[config.mk]
export PLATFORM = sky130hd
export DESIGN_NAME = step_move_controller
export DESIGN_NICKNAME = d
export VERILOG_FILES = /design/src/rtl/step_ctrl_pkg.sv /design/src/rtl/step_ramp_gen.sv /design/src/rtl/step_move_controller.sv
export SDC_FILE = /design/constraint.sdc
export NUM_CORES = 1
export LEC_CHECK = 0
export BUFFER_PORTS_ARGS = -buffer_cell sky130_fd_sc_hd__buf_2
export CORE_UTILIZATION = 55
export DETAILED_ROUTE_END_ITERATION = 8
export PLACE_DENSITY_LB_ADDON = 0.05
export SLEW_MARGIN = 20
export SYNTH_ARGS = -nofsm -noshare
export SYNTH_HDL_FRONTEND = slang
export SYNTH_HIERARCHICAL = 1
export SYNTH_SLANG_ARGS = --single-unit
[constraint.sdc]
create_clock -name clk -period 11.1 [get_ports clk]
set_input_delay 2.22 -clock clk [delete_from_list [all_inputs] [get_ports clk]]
set_output_delay 2.22 -clock clk [all_outputs]
set_load 0.05 [all_outputs]
[src/rtl/step_ctrl_pkg.sv]
// Shared definitions for the step/direction move controller.
// Holds the default widths, the fixed acceleration field width and the
// controller state encoding.
package step_ctrl_pkg;

  localparam int unsigned POS_W_DEF   = 16;
  localparam int unsigned PER_W_DEF   = 16;
  localparam int unsigned PULSE_W_DEF = 4;
  localparam int unsigned ACCEL_W     = 8;

  typedef enum logic [2:0] {
    S_IDLE,
    S_SETUP,
    S_PULSE,
    S_GAP,
    S_DONE
  } state_e;

endpackage

[src/rtl/step_ramp_gen.sv]
// Step period ramp generator.
// Holds the current step period and the acceleration step count, and moves
// the period toward cruise (accelerate) or back toward the start value
// (decelerate) once per step_taken_i strobe.
// Ports:
//   clk, rst_n      clock, asynchronous active-low reset
//   load_i          latch a new move (period, start period, accel)
//   period_i        cruise period in clocks
//   start_period_i  first-step period
//   accel_i         per-step period change, 0 disables the ramp
//   step_taken_i    one-cycle strobe: a further step is about to be issued
//   remaining_i     steps still left after that step
//   eff_period_o    current period clamped to at least 2*PULSE_W
module step_ramp_gen
  import step_ctrl_pkg::*;
#(
  parameter int unsigned POS_W   = POS_W_DEF,
  parameter int unsigned PER_W   = PER_W_DEF,
  parameter int unsigned PULSE_W = PULSE_W_DEF
) (
  input  logic               clk,
  input  logic               rst_n,
  input  logic               load_i,
  input  logic [PER_W-1:0]   period_i,
  input  logic [PER_W-1:0]   start_period_i,
  input  logic [ACCEL_W-1:0] accel_i,
  input  logic               step_taken_i,
  input  logic [POS_W-1:0]   remaining_i,
  output logic [PER_W:0]     eff_period_o
);

  localparam logic [PER_W:0] MIN_PER = (PER_W+1)'(2 * PULSE_W);

  logic [PER_W:0]   cur_q, cur_d;
  logic [PER_W:0]   cruise_q, cruise_d;
  logic [PER_W:0]   start_q, start_d;
  logic [PER_W:0]   accel_q, accel_d;
  logic [POS_W-1:0] ramp_q, ramp_d;
  logic [POS_W:0]   ramp_p1;
  logic [PER_W:0]   inc_sat, dec_sat, ld_period, ld_start;

  always_comb begin
    ld_period = {1'b0, period_i};
    ld_start  = {1'b0, start_period_i};
    if (accel_i == '0 || ld_start < ld_period) ld_start = ld_period;

    // One extra bit of headroom: neither add nor subtract can wrap.
    inc_sat = cur_q + accel_q;
    if (inc_sat > start_q) inc_sat = start_q;
    dec_sat = ((cur_q - cruise_q) > accel_q) ? (cur_q - accel_q) : cruise_q;

    ramp_p1 = {1'b0, ramp_q} + (POS_W+1)'(1);

    cur_d    = cur_q;
    cruise_d = cruise_q;
    start_d  = start_q;
    accel_d  = accel_q;
    ramp_d   = ramp_q;

    if (load_i) begin
      cur_d    = ld_start;
      start_d  = ld_start;
      cruise_d = ld_period;
      accel_d  = (PER_W+1)'(accel_i);
      ramp_d   = '0;
    end else if (step_taken_i) begin
      // Decelerate once the steps left no longer exceed the ramp length.
      // Accelerate only while enough steps remain to mirror the extra ramp
      // step on the way down, which keeps short moves symmetric.
      if (remaining_i <= ramp_q) begin
        cur_d = inc_sat;
      end else if ({1'b0, remaining_i} > ramp_p1 && cur_q > cruise_q) begin
        cur_d  = dec_sat;
        ramp_d = ramp_p1[POS_W-1:0];
      end
    end

    eff_period_o = (cur_q < MIN_PER) ? MIN_PER : cur_q;
  end

  always_ff @(posedge clk or negedge rst_n) begin
    if (!rst_n) begin
      cur_q    <= '0;
      cruise_q <= '0;
      start_q  <= '0;
      accel_q  <= '0;
      ramp_q   <= '0;
    end else begin
      cur_q    <= cur_d;
      cruise_q <= cruise_d;
      start_q  <= start_d;
      accel_q  <= accel_d;
      ramp_q   <= ramp_d;
    end
  end

endmodule

[src/rtl/step_move_controller.sv]
// Step/direction move controller for a stepper driver.
// Accepts a move command (step count, direction, cruise/start period,
// acceleration), issues step pulses with an optional trapezoidal/triangular
// speed ramp, tracks a signed position and signals completion.
// Ports:
//   clk, rst_n                 clock, asynchronous active-low reset
//   cmd_valid / cmd_ready      command handshake, ready only in idle
//   cmd_steps, cmd_dir         step count (0 = no-op), 1 = forward
//   cmd_period                 cruise step period in clocks
//   cmd_start_period           first-step period for the ramp
//   cmd_accel                  per-step period change, 0 = no ramp
//   abort                      finish the move after the current step
//   step, dir                  stepper driver outputs
//   busy, done                 move in progress / one-cycle end pulse
//   position                   two's complement net step count
module step_move_controller
  import step_ctrl_pkg::*;
#(
  parameter int unsigned POS_W   = POS_W_DEF,
  parameter int unsigned PER_W   = PER_W_DEF,
  parameter int unsigned PULSE_W = PULSE_W_DEF
) (
  input  logic               clk,
  input  logic               rst_n,
  input  logic               cmd_valid,
  output logic               cmd_ready,
  input  logic [POS_W-1:0]   cmd_steps,
  input  logic               cmd_dir,
  input  logic [PER_W-1:0]   cmd_period,
  input  logic [PER_W-1:0]   cmd_start_period,
  input  logic [ACCEL_W-1:0] cmd_accel,
  input  logic               abort,
  output logic               step,
  output logic               dir,
  output logic               busy,
  output logic               done,
  output logic [POS_W-1:0]   position
);

  state_e           state_q;
  logic [POS_W-1:0] remaining_q;
  logic [PER_W:0]   timer_q;
  logic             abort_seen_q;
  logic             step_q, dir_q, busy_q, done_q, ready_q;
  logic [POS_W-1:0] pos_q;

  logic [PER_W:0]   eff_period;
  logic             accept, gap_end, pulse_end, stop, step_taken;
  logic [POS_W-1:0] rem_next, pos_next;

  assign accept     = (state_q == S_IDLE) && cmd_valid;
  // timer_q counts clocks since the step rising edge, so the edge-to-edge
  // spacing equals the clamped period exactly.
  assign pulse_end  = (timer_q == (PER_W+1)'(PULSE_W - 1));
  assign gap_end    = (state_q == S_GAP) && (timer_q == eff_period - (PER_W+1)'(1));
  assign stop       = (remaining_q == '0) || abort_seen_q || abort;
  assign step_taken = gap_end && !stop;
  assign rem_next   = remaining_q - POS_W'(1);
  assign pos_next   = dir_q ? (pos_q + POS_W'(1)) : (pos_q - POS_W'(1));

  step_ramp_gen #(
    .POS_W   (POS_W),
    .PER_W   (PER_W),
    .PULSE_W (PULSE_W)
  ) u_ramp (
    .clk            (clk),
    .rst_n          (rst_n),
    .load_i         (accept),
    .period_i       (cmd_period),
    .start_period_i (cmd_start_period),
    .accel_i        (cmd_accel),
    .step_taken_i   (step_taken),
    .remaining_i    (rem_next),
    .eff_period_o   (eff_period)
  );

  always_ff @(posedge clk or negedge rst_n) begin
    if (!rst_n) begin
      state_q      <= S_IDLE;
      remaining_q  <= '0;
      timer_q      <= '0;
      abort_seen_q <= 1'b0;
      step_q       <= 1'b0;
      dir_q        <= 1'b0;
      busy_q       <= 1'b0;
      done_q       <= 1'b0;
      ready_q      <= 1'b1;
      pos_q        <= '0;
    end else begin
      case (state_q)
        S_IDLE: begin
          if (accept) begin
            dir_q        <= cmd_dir;
            remaining_q  <= cmd_steps;
            abort_seen_q <= 1'b0;
            busy_q       <= 1'b1;
            ready_q      <= 1'b0;
            if (cmd_steps == '0) begin
              state_q <= S_DONE;
              done_q  <= 1'b1;
            end else begin
              state_q <= S_SETUP;
            end
          end
        end
        S_SETUP: begin
          if (abort) begin
            state_q <= S_DONE;
            done_q  <= 1'b1;
          end else begin
            state_q     <= S_PULSE;
            step_q      <= 1'b1;
            pos_q       <= pos_next;
            remaining_q <= rem_next;
            timer_q     <= '0;
          end
        end
        S_PULSE: begin
          timer_q      <= timer_q + (PER_W+1)'(1);
          abort_seen_q <= abort_seen_q | abort;
          if (pulse_end) begin
            state_q <= S_GAP;
            step_q  <= 1'b0;
          end
        end
        S_GAP: begin
          timer_q      <= timer_q + (PER_W+1)'(1);
          abort_seen_q <= abort_seen_q | abort;
          if (gap_end) begin
            if (stop) begin
              state_q <= S_DONE;
              done_q  <= 1'b1;
            end else begin
              state_q      <= S_PULSE;
              step_q       <= 1'b1;
              pos_q        <= pos_next;
              remaining_q  <= rem_next;
              timer_q      <= '0;
              abort_seen_q <= 1'b0;
            end
          end
        end
        S_DONE: begin
          state_q <= S_IDLE;
          done_q  <= 1'b0;
          busy_q  <= 1'b0;
          ready_q <= 1'b1;
        end
        default: state_q <= S_IDLE;
      endcase
    end
  end

  assign cmd_ready = ready_q;
  assign step      = step_q;
  assign dir       = dir_q;
  assign busy      = busy_q;
  assign done      = done_q;
  assign position  = pos_q;

endmodule

==> implementation parameters <==
Parameter                              Value

GRT
  Number of global-route vias before repair ... 10.20k
  Number of antenna violations at the first check in global routing ... 0
  Global-route wire length before repair ... 55.69 mm
  Gr ovfl total ... 0
  Overall track demand over capacity in global routing ... 31.96%
  Maximum number of pins on one net before global-route repair ... 76

Synthesis
  Synth area leader ... sky130_fd_sc_hd__dfrtp_1
  Mux cell area share after synthesis ... 3.578%
  Number of synthesized register bits ... 131
  Synthesized Nets ... 1674
  Compound-gate portion of the synthesized area ... 20.69%
  Post-synthesis share of cell area spent on xor and xnor gates ... 8.206%
  Most instantiated library cell after synthesis ... sky130_fd_sc_hd__nor2_1
  Proportion of synthesized flip-flops having asynchronous set or reset ... 100.0%
  Adder-cell share of the synthesized area ... 13.10%
  Leading post-synthesis cells by cell area ... sky130_fd_sc_hd__dfrtp_1, sky130_fd_sc_hd__ha_1, sky130_fd_sc_hd__xnor2_1, sky130_fd_sc_hd__nor2_1, sky130_fd_sc_hd__nand2_1
  Commonest cells in the synthesized netlist ... sky130_fd_sc_hd__nor2_1, sky130_fd_sc_hd__nand2_1, sky130_fd_sc_hd__dfrtp_1, sky130_fd_sc_hd__ha_1
  Synth Instances ... 1488
  Share of Yosys cell area claimed by the top area cell type ... 26.74%
  Dominant combinational cell family by area after synthesis ... simple AND/OR/NAND/NOR gates
  Sequential element share of the synthesized area ... 26.95%
  Synth warnings ... 6
  Ys flop type ... sky130_fd_sc_hd__dfrtp_1
  EDFF count, synth ... 0
  Mapped cell area ... 12170 µm²
  Syn avg cell area ... 8.177 µm²
  Count of different cell masters after synthesis ... 92
  Simple-gate portion of the synthesized area ... 21.15%

Drt
  Final wirelength ... 35.73 mm
  DRC viols ... 0
  Post-route antenna net violation count ... 0
  Routed via count ... 11.33k
  Number of detailed-route iterations in the first pass ... 5
  Final routed wire length divided by cell count ... 19.76 µm
  Detailed router's first-iteration violation count ... 1161
  Vias per std cell ... 6.268

Clock tree
  Number of buffers on the longest clock path ... 2
  Clock tree from TritonCTS ... done
  Clk sink count ... 131
  Root buffer cell ... sky130_fd_sc_hd__clkbuf_16
  Skew-Pair Late Insertion Delay ... 0.44 ns
  Clock buffers created by TritonCTS ... 17
  # Post-CTS Setup Buffers ... 0
  H-tree Lvls ... 4
  Post-cts repair resize count ... 0
  Clock transition at the registers of the reported paths ... 0.06 ns
  Number of hold buffers added after cts ... 0

Die
  X dimension of the die ... 150.7 µm
  Initial standard-cell utilization of the core ... 55.93%
  IO Count ... 82
  Number of rows in the core area ... 54
  Vert. Die Dim ... 150.7 µm
  Standard cell core area ... 21760 µm²
  Die area ... 22720 µm²

Worst setup path
  Startpoint class of the critical path ... flip-flop
  Endpoint class of the critical path ... flip-flop
  Startpoint-to-endpoint class of the critical path ... reg2reg
  Origin of the worst setup path ... u_ramp/cur_q[12]
  Crit Reg-Reg Startpoint ... u_ramp/cur_q[12]
  Critical path arrival ... 6.56 ns
  Top fanout value on the critical path ... 19
  Worst path required time ... 11.39 ns

Timing
  Period utilisation layout ... 56.50%
  Post-layout minimum cycle time ... 6.271 ns
  Final-layout setup total negative slack ... 0 ns
  Worst Skew ... 0.01492 ns
  Slew HR ... 23.54%
  Worst hold slack after final layout ... 0.4631 ns
  Max Transition Viols Final ... 0
  Final number of hold-violating endpoints ... 0
  Highest achievable clock rate ... 159.5 MHz
  Final setup violation count ... 0
  RSZ-0062 raised after global routing ... no
  Least-Margin Pin Slew ... 1.132 ns

Min path
  Classification of the worst-slack hold path ... reg2reg
  Worst Hold Launch ... position[15]

Outcome
  Outcome ... finished, final reports clean

Placement
  Routability congestion estimate from global placement ... 0.9746
  Cell Count Post-Placement ... 1775
  Half-perimeter wire length after placement ... 26.62 mm
  Number of input and output port buffers inserted ... 81

Power and ir drop
  Leakage ... 6.178 nW
  Power per unit of standard cell area ... 87.19 nW/µm²
  IR drop worst, VDD ... 95.08 µV

Finish
  Share of final-layout standard cells stronger than drive strength 1 ... 11.98%
  Post-layout nets ... 1701
  Post-layout utilization of the core ... 60.98%
  Final antenna diode count ... 0
  Non-filler instance count after layout ... 1808
  Area delta synth->final ... 9.028%

Run
  Max-cap violation count ... 0
## flip-flops by register name (all words and copies together), names as in the netlist
register	cells
timer_q	17
u_ramp/ramp_q	16
done	1
u_ramp/start_q	16
dir	1
remaining_q	16
state_q	3
u_ramp/cruise_q	16
position	16
step	1
u_ramp/accel_q	8
u_ramp/cur_q	17
abort_seen_q	1
busy	1
cmd_ready	1
## power breakdown
part	leakage, nW	internal (W)	switching, W
clock network	0.293	0.000369	0.000243
registers	1.54	0.000478	0.00000174
logic	4.35	0.0000216	0.0000430
total	6.18	0.000869	0.000288
## final timing paths
kind	to	slack (ns)	cells after the start
hold / removal	position[15]	0.46	1
setup reg to reg	u_ramp/cur_q[6]	4.83	22
min in group asynchronous	position[4]	1.82	1
max in group asynchronous	u_ramp/cur_q[0]	7.98	2
hold reg to reg	position[15]	0.46	1
setup / recovery	u_ramp/cur_q[6]	4.83	22
## layer usage
metal  routed length, µm  global-route usage, %  vias to the layer above
li1                    -                      -                     5417
met1               16950                  47.76                     5441
met2               15530                  46.65                      432
met3                2792                  6.606                       42
met4                 459                  7.450                        0
met5                   0                      0                        -
## area by class of cell
class	instances	area, µm²
tap	280	350.3
inverter	99	374.1
clock inverter	13	172.7
sequential	131	3279
clock buffer	19	452.9
timing repair buffer	89	475.5
fill	2026	8489
multi-input combinational	1177	8162
## cells in the final DEF, fill, tap and decap left out, types with 42 or more instances in the layout
master | synthesis | final
sky130_fd_sc_hd__a21oi_1 | 98 | 97
sky130_fd_sc_hd__buf_2 | 13 | 80
sky130_fd_sc_hd__dfrtp_1 | 130 | 130
sky130_fd_sc_hd__ha_1 | 121 | 121
sky130_fd_sc_hd__inv_1 | 98 | 98
sky130_fd_sc_hd__nand2_1 | 133 | 133
sky130_fd_sc_hd__nand3_1 | 42 | 42
sky130_fd_sc_hd__nor2_1 | 140 | 139
sky130_fd_sc_hd__o21ai_0 | 92 | 92
sky130_fd_sc_hd__xnor2_1 | 81 | 81
## logic make-up (layout without fill, tap and decap cells)
kind of cell / Yosys count / count (layout)
XOR/XNOR: 114 / 114
adder cells (fa/ha/maj): 125 / 125
buffers and inverters: 180 / 220
AO/OA/AOI/OAI: 383 / 383
flip-flops: 131 / 131
multiplexers: 41 / 41
AND/OR/NAND/NOR: 514 / 514
## critical path, cell delays in order, from the launching register on
cell	delay, ns
sky130_fd_sc_hd__dfrtp_1	0.60
sky130_fd_sc_hd__or3_1	0.42
sky130_fd_sc_hd__nor4_1	0.27
sky130_fd_sc_hd__nand2_1	0.15
sky130_fd_sc_hd__nor4_1	0.52
sky130_fd_sc_hd__nor2_1	0.15
sky130_fd_sc_hd__inv_1	0.09
sky130_fd_sc_hd__ha_1	0.20
sky130_fd_sc_hd__or4b_1	0.58
sky130_fd_sc_hd__or3_1	0.40
sky130_fd_sc_hd__a311o_1	0.29
sky130_fd_sc_hd__a21oi_2	0.17
sky130_fd_sc_hd__o211a_1	0.17
sky130_fd_sc_hd__nand4_1	0.10
sky130_fd_sc_hd__nor2_1	0.22
sky130_fd_sc_hd__o21ai_0	0.12
sky130_fd_sc_hd__a31oi_1	0.18
sky130_fd_sc_hd__o211a_1	0.17
sky130_fd_sc_hd__o211a_1	0.23
sky130_fd_sc_hd__nor2_4	0.11
sky130_fd_sc_hd__nor3_2	0.70
sky130_fd_sc_hd__a21oi_1	0.12
sky130_fd_sc_hd__a21boi_1	0.17
## per-stage QoR
step / setup slack, ns / total power [W] / instance area [µm²]
floorplan: 5.969 / 0.0005165 / 12170
global placement: 5.301 / 0.0005515 / 12620
detailed placement: 5.003 / 0.0005528 / 12630
CTS: 4.955 / 0.001163 / 13250
global route: 4.300 / 0.001192 / 13270
finish: 4.829 / 0.001157 / 13270
Power figures use the tool's default switching activity.
